==> src/rtl/seq_mult8_if.sv <==
`default_nettype none
// ============================================================================
//  Module      : seq_mult8_if
//  Description : Handshake and operand/result bundle for the sequential
//                shift-and-add multiplier (start/busy/done, a, b, product).
//  Revision    : 1.0 - initial release
// ============================================================================
interface seq_mult8_if #(
  parameter int WIDTH = 8
);
  logic               start;
  logic [WIDTH-1:0]   a;
  logic [WIDTH-1:0]   b;
  logic               busy;
  logic               done;
  logic [2*WIDTH-1:0] product;

  // Requester side: issues operands and start, observes status and result
  modport master (
    output start, a, b,
    input  busy, done, product
  );

  // Multiplier side
  modport slave (
    input  start, a, b,
    output busy, done, product
  );
endinterface
`default_nettype wire

==> src/rtl/seq_mult8.sv <==
`default_nettype none
// ============================================================================
//  Module      : seq_mult8
//  Description : Unsigned shift-and-add multiplier. One WIDTH-bit add with
//                carry per clock, WIDTH iterations, 2*WIDTH-bit product held
//                until the next completion.
//  Revision    : 1.0 - initial release
// ============================================================================
module seq_mult8 #(
  parameter int WIDTH = 8
) (
  input  wire logic       clk,
  input  wire logic       rst_n,
  seq_mult8_if.slave      bus
);

  localparam int CNT_W = $clog2(WIDTH) + 1;
  localparam logic [CNT_W-1:0] C_LAST = CNT_W'(WIDTH - 1);

  typedef enum logic [1:0] {
    ST_IDLE = 2'd0,
    ST_RUN  = 2'd1,
    ST_DONE = 2'd2
  } state_t;

  state_t             state_q,   state_d;
  logic [WIDTH-1:0]   mcand_q,   mcand_d;
  logic [WIDTH-1:0]   acc_hi_q,  acc_hi_d;
  logic [WIDTH-1:0]   mult_q,    mult_d;
  logic [CNT_W-1:0]   cnt_q,     cnt_d;
  logic [2*WIDTH-1:0] product_q, product_d;

  // Partial-product add: carry-out kept as the top bit so it shifts into acc_hi
  logic [WIDTH:0] add_res;
  assign add_res = mult_q[0] ? ({1'b0, acc_hi_q} + {1'b0, mcand_q})
                             : {1'b0, acc_hi_q};

  // State register and datapath flops, cleared immediately on reset
  always_ff @(posedge clk or negedge rst_n) begin
    if (!rst_n) begin
      state_q   <= ST_IDLE;
      mcand_q   <= '0;
      acc_hi_q  <= '0;
      mult_q    <= '0;
      cnt_q     <= '0;
      product_q <= '0;
    end else begin
      state_q   <= state_d;
      mcand_q   <= mcand_d;
      acc_hi_q  <= acc_hi_d;
      mult_q    <= mult_d;
      cnt_q     <= cnt_d;
      product_q <= product_d;
    end
  end

  // Next-state and datapath update: load on accepted start, shift/add in RUN
  always_comb begin
    state_d   = state_q;
    mcand_d   = mcand_q;
    acc_hi_d  = acc_hi_q;
    mult_d    = mult_q;
    cnt_d     = cnt_q;
    product_d = product_q;

    case (state_q)
      ST_IDLE, ST_DONE: begin
        if (bus.start) begin
          mcand_d  = bus.a;
          mult_d   = bus.b;
          acc_hi_d = '0;
          cnt_d    = '0;
          state_d  = ST_RUN;
        end else begin
          // DONE lasts exactly one cycle
          state_d = ST_IDLE;
        end
      end

      ST_RUN: begin
        // (2*WIDTH+1)-bit right shift of {carry, sum, mult}; LSB of mult drops out
        {acc_hi_d, mult_d} = {add_res, mult_q[WIDTH-1:1]};
        cnt_d = cnt_q + CNT_W'(1);
        if (cnt_q == C_LAST) begin
          product_d = {add_res, mult_q[WIDTH-1:1]};
          state_d   = ST_DONE;
        end
      end

      default: state_d = ST_IDLE;
    endcase
  end

  // Status decoded straight from the state flop, so outputs stay registered
  assign bus.busy    = (state_q == ST_RUN);
  assign bus.done    = (state_q == ST_DONE);
  assign bus.product = product_q;

endmodule
`default_nettype wire
==> src/flat_wrapper.sv <==
// flat-port wrapper written by rule: the top's interface ports become plain ports
module seq_mult8_flat 
#(
  parameter int WIDTH = 8
)
  (clk, rst_n, bus_start, bus_a, bus_b, bus_busy, bus_done, bus_product);
  seq_mult8_if #(.WIDTH(WIDTH)) bus_i ();
  input  wire logic clk;
  input  wire logic rst_n;
  input wire logic [$bits(bus_i.start)-1:0] bus_start;
  input wire logic [$bits(bus_i.a)-1:0] bus_a;
  input wire logic [$bits(bus_i.b)-1:0] bus_b;
  output wire logic [$bits(bus_i.busy)-1:0] bus_busy;
  output wire logic [$bits(bus_i.done)-1:0] bus_done;
  output wire logic [$bits(bus_i.product)-1:0] bus_product;
  assign bus_i.start = bus_start;
  assign bus_i.a = bus_a;
  assign bus_i.b = bus_b;
  assign bus_busy = bus_i.busy;
  assign bus_done = bus_i.done;
  assign bus_product = bus_i.product;
  seq_mult8 #(.WIDTH(WIDTH)) u_core (.clk(clk), .rst_n(rst_n), .bus(bus_i));
endmodule
==> config.mk <==
export PLATFORM = sky130hd
export DESIGN_NAME = seq_mult8_flat
export DESIGN_NICKNAME = d
export VERILOG_FILES = /design/src/rtl/seq_mult8_if.sv /design/src/rtl/seq_mult8.sv /design/src/flat_wrapper.sv
export SDC_FILE = /design/constraint.sdc
export NUM_CORES = 1
export LEC_CHECK = 0
export CORE_MARGIN = 5
export CORE_UTILIZATION = 30
export DETAILED_ROUTE_END_ITERATION = 12
export PLACE_DENSITY = 0.59
export SLEW_MARGIN = 20
export SYNTH_ARGS = -nofsm -noshare
export SYNTH_HDL_FRONTEND = slang
export SYNTH_SLANG_ARGS = --single-unit
==> constraint.sdc <==
create_clock -name clk -period 2.2 [get_ports clk]
set_input_delay 0.33 -clock clk [delete_from_list [all_inputs] [get_ports clk]]
set_output_delay 0.33 -clock clk [all_outputs]
set_load 0.02 [all_outputs]
Word-level counts from Yosys, hierarchy flattened
Index checks and enable logic that the tools add are counted.
Word-level totals
  flip-flop bits (word level): 46
  output and inout bits: 18
Operators by class
  add/sub/neg operators: 2
  eq/ne operators: 5
  multiplexer cells: 10
  reductions and logical operators: 6
Operator list (count)
  $pmux W8 S2: 2
  $mux W8: 2
  $add A8 B8 Y9: 1
  $mux W9: 1
  $pmux W4 S2: 1
  $reduce_and A2 Y1: 3
  $add A4 B1 Y4 const B: 1
  $eq A4 B3 Y1 const B: 1
  $mux W4: 1
  $pmux W2 S2: 1
  $eq A2 B1 Y1 const B: 1
  $eq A2 B2 Y1 const B: 1
  $logic_not A2 Y1: 1
  $mux W2: 1
  $ne A2 B1 Y1 const B: 1
  $ne A2 B2 Y1 const B: 1
  $reduce_bool A2 Y1: 1
  $reduce_or A2 Y1: 1
  $mux W1: 1

Longest topological paths before layout
  depth after elaboration: 4
  mapped depth: 8
  gate-level depth less buffers: 8

Worst setup path after synthesis
OpenSTA, ideal clock, no wires.
  path type: reg-to-reg
  start point: register u_core.acc_hi_q[0]
  end point: register u_core.product_q[11] (netlist: u_core.bus.product[11])
  setup time: 0.125 ns
  arrival time: 1.907 ns
  setup slack: 0.168 ns
  stages on the path, launching flop included: 9
  path buffers: 0
  cells stage by stage: dfrtp_1 ha_1 inv_1 fa_1 and2b_1 o21ai_1 a21o_1 a31o_2 mux2_2
On the way
  longest elaborated chain between the ends: 2
RTL lines
  start: declaration: line seq_mult8.sv:28  | logic [WIDTH-1:0] acc_hi_q, acc_hi_d;
  start signal: assignment: line seq_mult8.sv:50  | acc_hi_q <= acc_hi_d;
  $add A8 B8 Y9: line seq_mult8.sv:35  | assign add_res = mult_q[0] ? ({1'b0, acc_hi_q} + {1'b0, mcand_q})
  $mux W9: line seq_mult8.sv:35
  end signal: assignment: line seq_mult8.sv:53  | product_q <= product_d;
  end: declaration: line seq_mult8.sv:31  | logic [2*WIDTH-1:0] product_q, product_d;
No other way between the ends.
A chain may end at the register's enable or synchronous reset.

Worst setup path in the final report
  start point: register u_core.acc_hi_q[0]
  end point: register u_core.acc_hi_q[5]
On the way
  longest elaborated chain between the ends: 3
RTL lines
  $add A8 B8 Y9: line seq_mult8.sv:35
  $mux W9: line seq_mult8.sv:35
  $pmux W8 S2: line seq_mult8.sv:66  | case (state_q)
No other way between the ends.

==> flow_metrics.py <==
metrics = {
    "sta": {
        "clock.fmax_mhz": 480,
        "hold_violations": 0,
        "rsz0062_at_grt": "no",
        "finalSetupViolations": 0,
        "final.setup.tns_ns": 0,
        "slew_viol_final": 0,
        "fin_skew_ns": 0.00577,
        "tightest_slew_ns": 0.734,
        "period_needed_ns": 2.08,
        "relSlewSlack": 0.510,
        "finalCritPeriodShare": 0.947,
    },
    "drt": {
        "drc": 0,
        "drt-pass1-iter-count": 4,
        "routed_wl_um": 4970,
        "postRouteAntennaNets": 0,
        "drtIter0Drc": 65,
        "routed_via_density": 4.74,
        "wire_per_inst_um": 13.5,
        "vias": 1745,
    },
    "grt": {
        "grt_max_degree": 25,
        "met3_usage": 0.0300,
        "grt_first_pass_wirelength_um": 8510,
        "grt_use_total": 0.119,
        "antenna_found_initial": 0,
        "grt_pass1_vias": 1765,
        "grt-ovfl-total": 0,
        "use_met1": 0.162,
        "grt_busiest_layer": "met2",
        "grt_util_met2": 0.191,
    },
    "synth": {
        "synth_top_area_cell": "dfrtp_1",
        "syn_area_um2": 2190,
        "syn_area_per_cell_um2": 9.53,
        "synth_cell_types": 39,
        "synth-main-ff-cell": "dfrtp_1",
        "synth.area.top_cells": "dfrtp_1, nand2_1, ha_1, o21ai_0, a22oi_1",
        "yosysWarnings": 0,
        "synth_cells": 230,
        "synth_top_area_frac": 0.525,
        "synth_edf_count": 0,
        "syn_nets": 259,
        "ys_seq_area_frac": 0.525,
        "async_reset_ff_frac": 1.00,
        "synth-seq-cells": 46,
    },
    "floorplan": {
        "initial_core_util": 0.305,
        "die_h_um": 95.5,
        "die_area_um2": 9110,
        "dieWidth_um": 95.5,
        "core-area_um2": 7180,
        "io_pins": 37,
        "rows": 31,
    },
    "setup_path": {
        "cp_slowest_cell": "dfrtp_1",
        "worstPathArrival_ns": 2.26,
        "crit_chain": "ha_2 > inv_1 > fa_2 > and2b_1 > o2111ai_1 > nand3b_1 > mux2i_1 > a311o_1",
        "critPathLaunchType": "flop",
        "crit_type": "reg -> reg",
        "r2r_start": "u_core.acc_hi_q[0]",
        "worstPathRequired_ns": 2.38,
        "crit_path_start": "u_core.acc_hi_q[0]",
        "crit_fanout": 3,
        "slowest_delay_ns": 0.41,
        "endpoint_kind": "flop",
    },
    "cts": {
        "cts_tree": "done",
        "postCtsSetupBuffers": 0,
        "ctsRootBufferMaster": "clkbuf_8",
        "postCtsHoldBufs": 0,
        "htreeDepth": 2,
        "cts_buffer_depth": 2,
        "clk_pin_slew_ns": 0.09,
        "cts_sinks": 46,
        "cts_buffers": 5,
        "worstSkewPairLatency_ns": 0.29,
    },
    "run_status": {
        "status": "complete, no violations",
    },
    "layout": {
        "layout_commonest_cell": "nand2_1",
        "areaGrowthSynthToFinish_pct": 26.4,
        "n_antenna_cell": 0,
        "fin_area_um2": 2770,
        "drive_gt1_frac": 0.0818,
        "mostFrequentLayoutCells": "nand2_1, dfrtp_1, clkdlybuf4s50_1",
        "final_net_count": 298,
    },
    "place": {
        "place_congestion": 0.819,
        "dpl_cell_area_um2": 2690,
        "dp_hpwl_um": 3520,
        "numPortBuffers": 36,
    },
    "power": {
        "ir_drop_mv": 0.654,
        "leakage_nw": 1.26,
        "p_per_area_nw_per_um2": 1530,
    },
    "hold_path": {
        "min_path_type": "in -> async",
    },
    "run": {
        "max-cap-violations": 0,
    },
}
[power by group]
group | internal (mW) | switching, mW | total [mW]
clock network | 0.214 | 0.278 | 0.491
logic | 1.01 | 1.16 | 2.17
registers | 1.26 | 0.322 | 1.58
total | 2.48 | 1.76 | 4.24
[layout make-up]
type | count | area (um2)
fill | 711 | 4410
sequential | 46 | 1150
multi-input combinational | 167 | 977
timing repair buffer | 42 | 413
tap | 99 | 124
clock buffer | 5 | 68.8
inverter | 7 | 26.3
clock inverter | 2 | 10.0
[routing by layer]
layer  vias up  share of wire
li1        859              -
met1       856           0.50
met2        24           0.46
met3         6          0.034
met4         0          0.010
met5         -              0
[stage by stage]
stage	hold slack (ns)	worst slack [ns]	util	total power, mW	std cells
2_1_floorplan	0.0344	0.168	-	3.02	230
3_3_place_gp	0.353	0.106	0.374	3.72	361
3_5_place_dp	0.359	0.0824	0.374	3.77	361
4_1_cts	0.0294	0.0592	0.385	4.27	368
5_1_grt	0.0517	0.0252	0.386	4.61	368
6_report	0.0100	0.116	0.386	4.24	368
[cells by family after synthesis]
family / share of synthesized area
adder cells (fa/ha/maj): 0.0605
flip-flops: 0.525
AO/OA/AOI/OAI: 0.141
buffers and inverters: 0.0308
AND/OR/NAND/NOR: 0.193
multiplexers: 0.0331
XOR/XNOR: 0.0160
[state kept, by name (all words and copies together) (netlist names)]
name	count
u_core.cnt_q	4
u_core.state_q	2
u_core.mcand_q	8
u_core.acc_hi_q	8
u_core.mult_q	8
u_core.bus.product	16
[synth_stat cells (all sizes together) (2+ instances only)]
| master | instances |
|---|---|
| o21ai | 16 |
| nor2b | 3 |
| dfrtp | 46 |
| a22oi | 8 |
| nand3b | 2 |
| a22o | 3 |
| a21o | 3 |
| nand3 | 4 |
| nor2 | 9 |
| ha | 9 |
| a21oi | 6 |
| mux2 | 2 |
| o211ai | 2 |
| buf | 5 |
| clkbuf | 5 |
| nand2 | 69 |
| a31oi | 3 |
| nand2b | 4 |
| inv | 6 |
| nor3 | 4 |
| xnor2 | 3 |
| mux2i | 5 |
[critical path: cells and delay by family (launching register included)]
| family | cells | cell delay, ns |
|---|---|---|
| and+or+nand+nor | 2 | 0.37 |
| adders and majority gates | 2 | 0.42 |
| DFF | 1 | 0.41 |
| muxes | 1 | 0.15 |
| AOI/OAI and AO/OA | 2 | 0.56 |
| buffers and inverters | 1 | 0.07 |
[what timing repair did]
item | 4_1_cts | 5_1_grt
endpoints found under the hold margin | 0 | 0
endpoints found under the setup margin | 0 | 2
resized for setup | 0 | 2
[worst paths after layout]
kind / slack [ns] / cells after the start / to
setup / recovery: 0.12 / 8 / u_core.acc_hi_q[5]
hold / removal: 0.01 / 1 / u_core.mult_q[0]
setup reg to reg: 0.12 / 8 / u_core.acc_hi_q[5]
hold reg to reg: 0.48 / 2 / u_core.bus.product[2]
max in group asynchronous: 1.66 / 2 / u_core.acc_hi_q[2]
min in group clk: 0.48 / 2 / u_core.bus.product[2]
No activity file was read; power rests on OpenSTA's default activity.
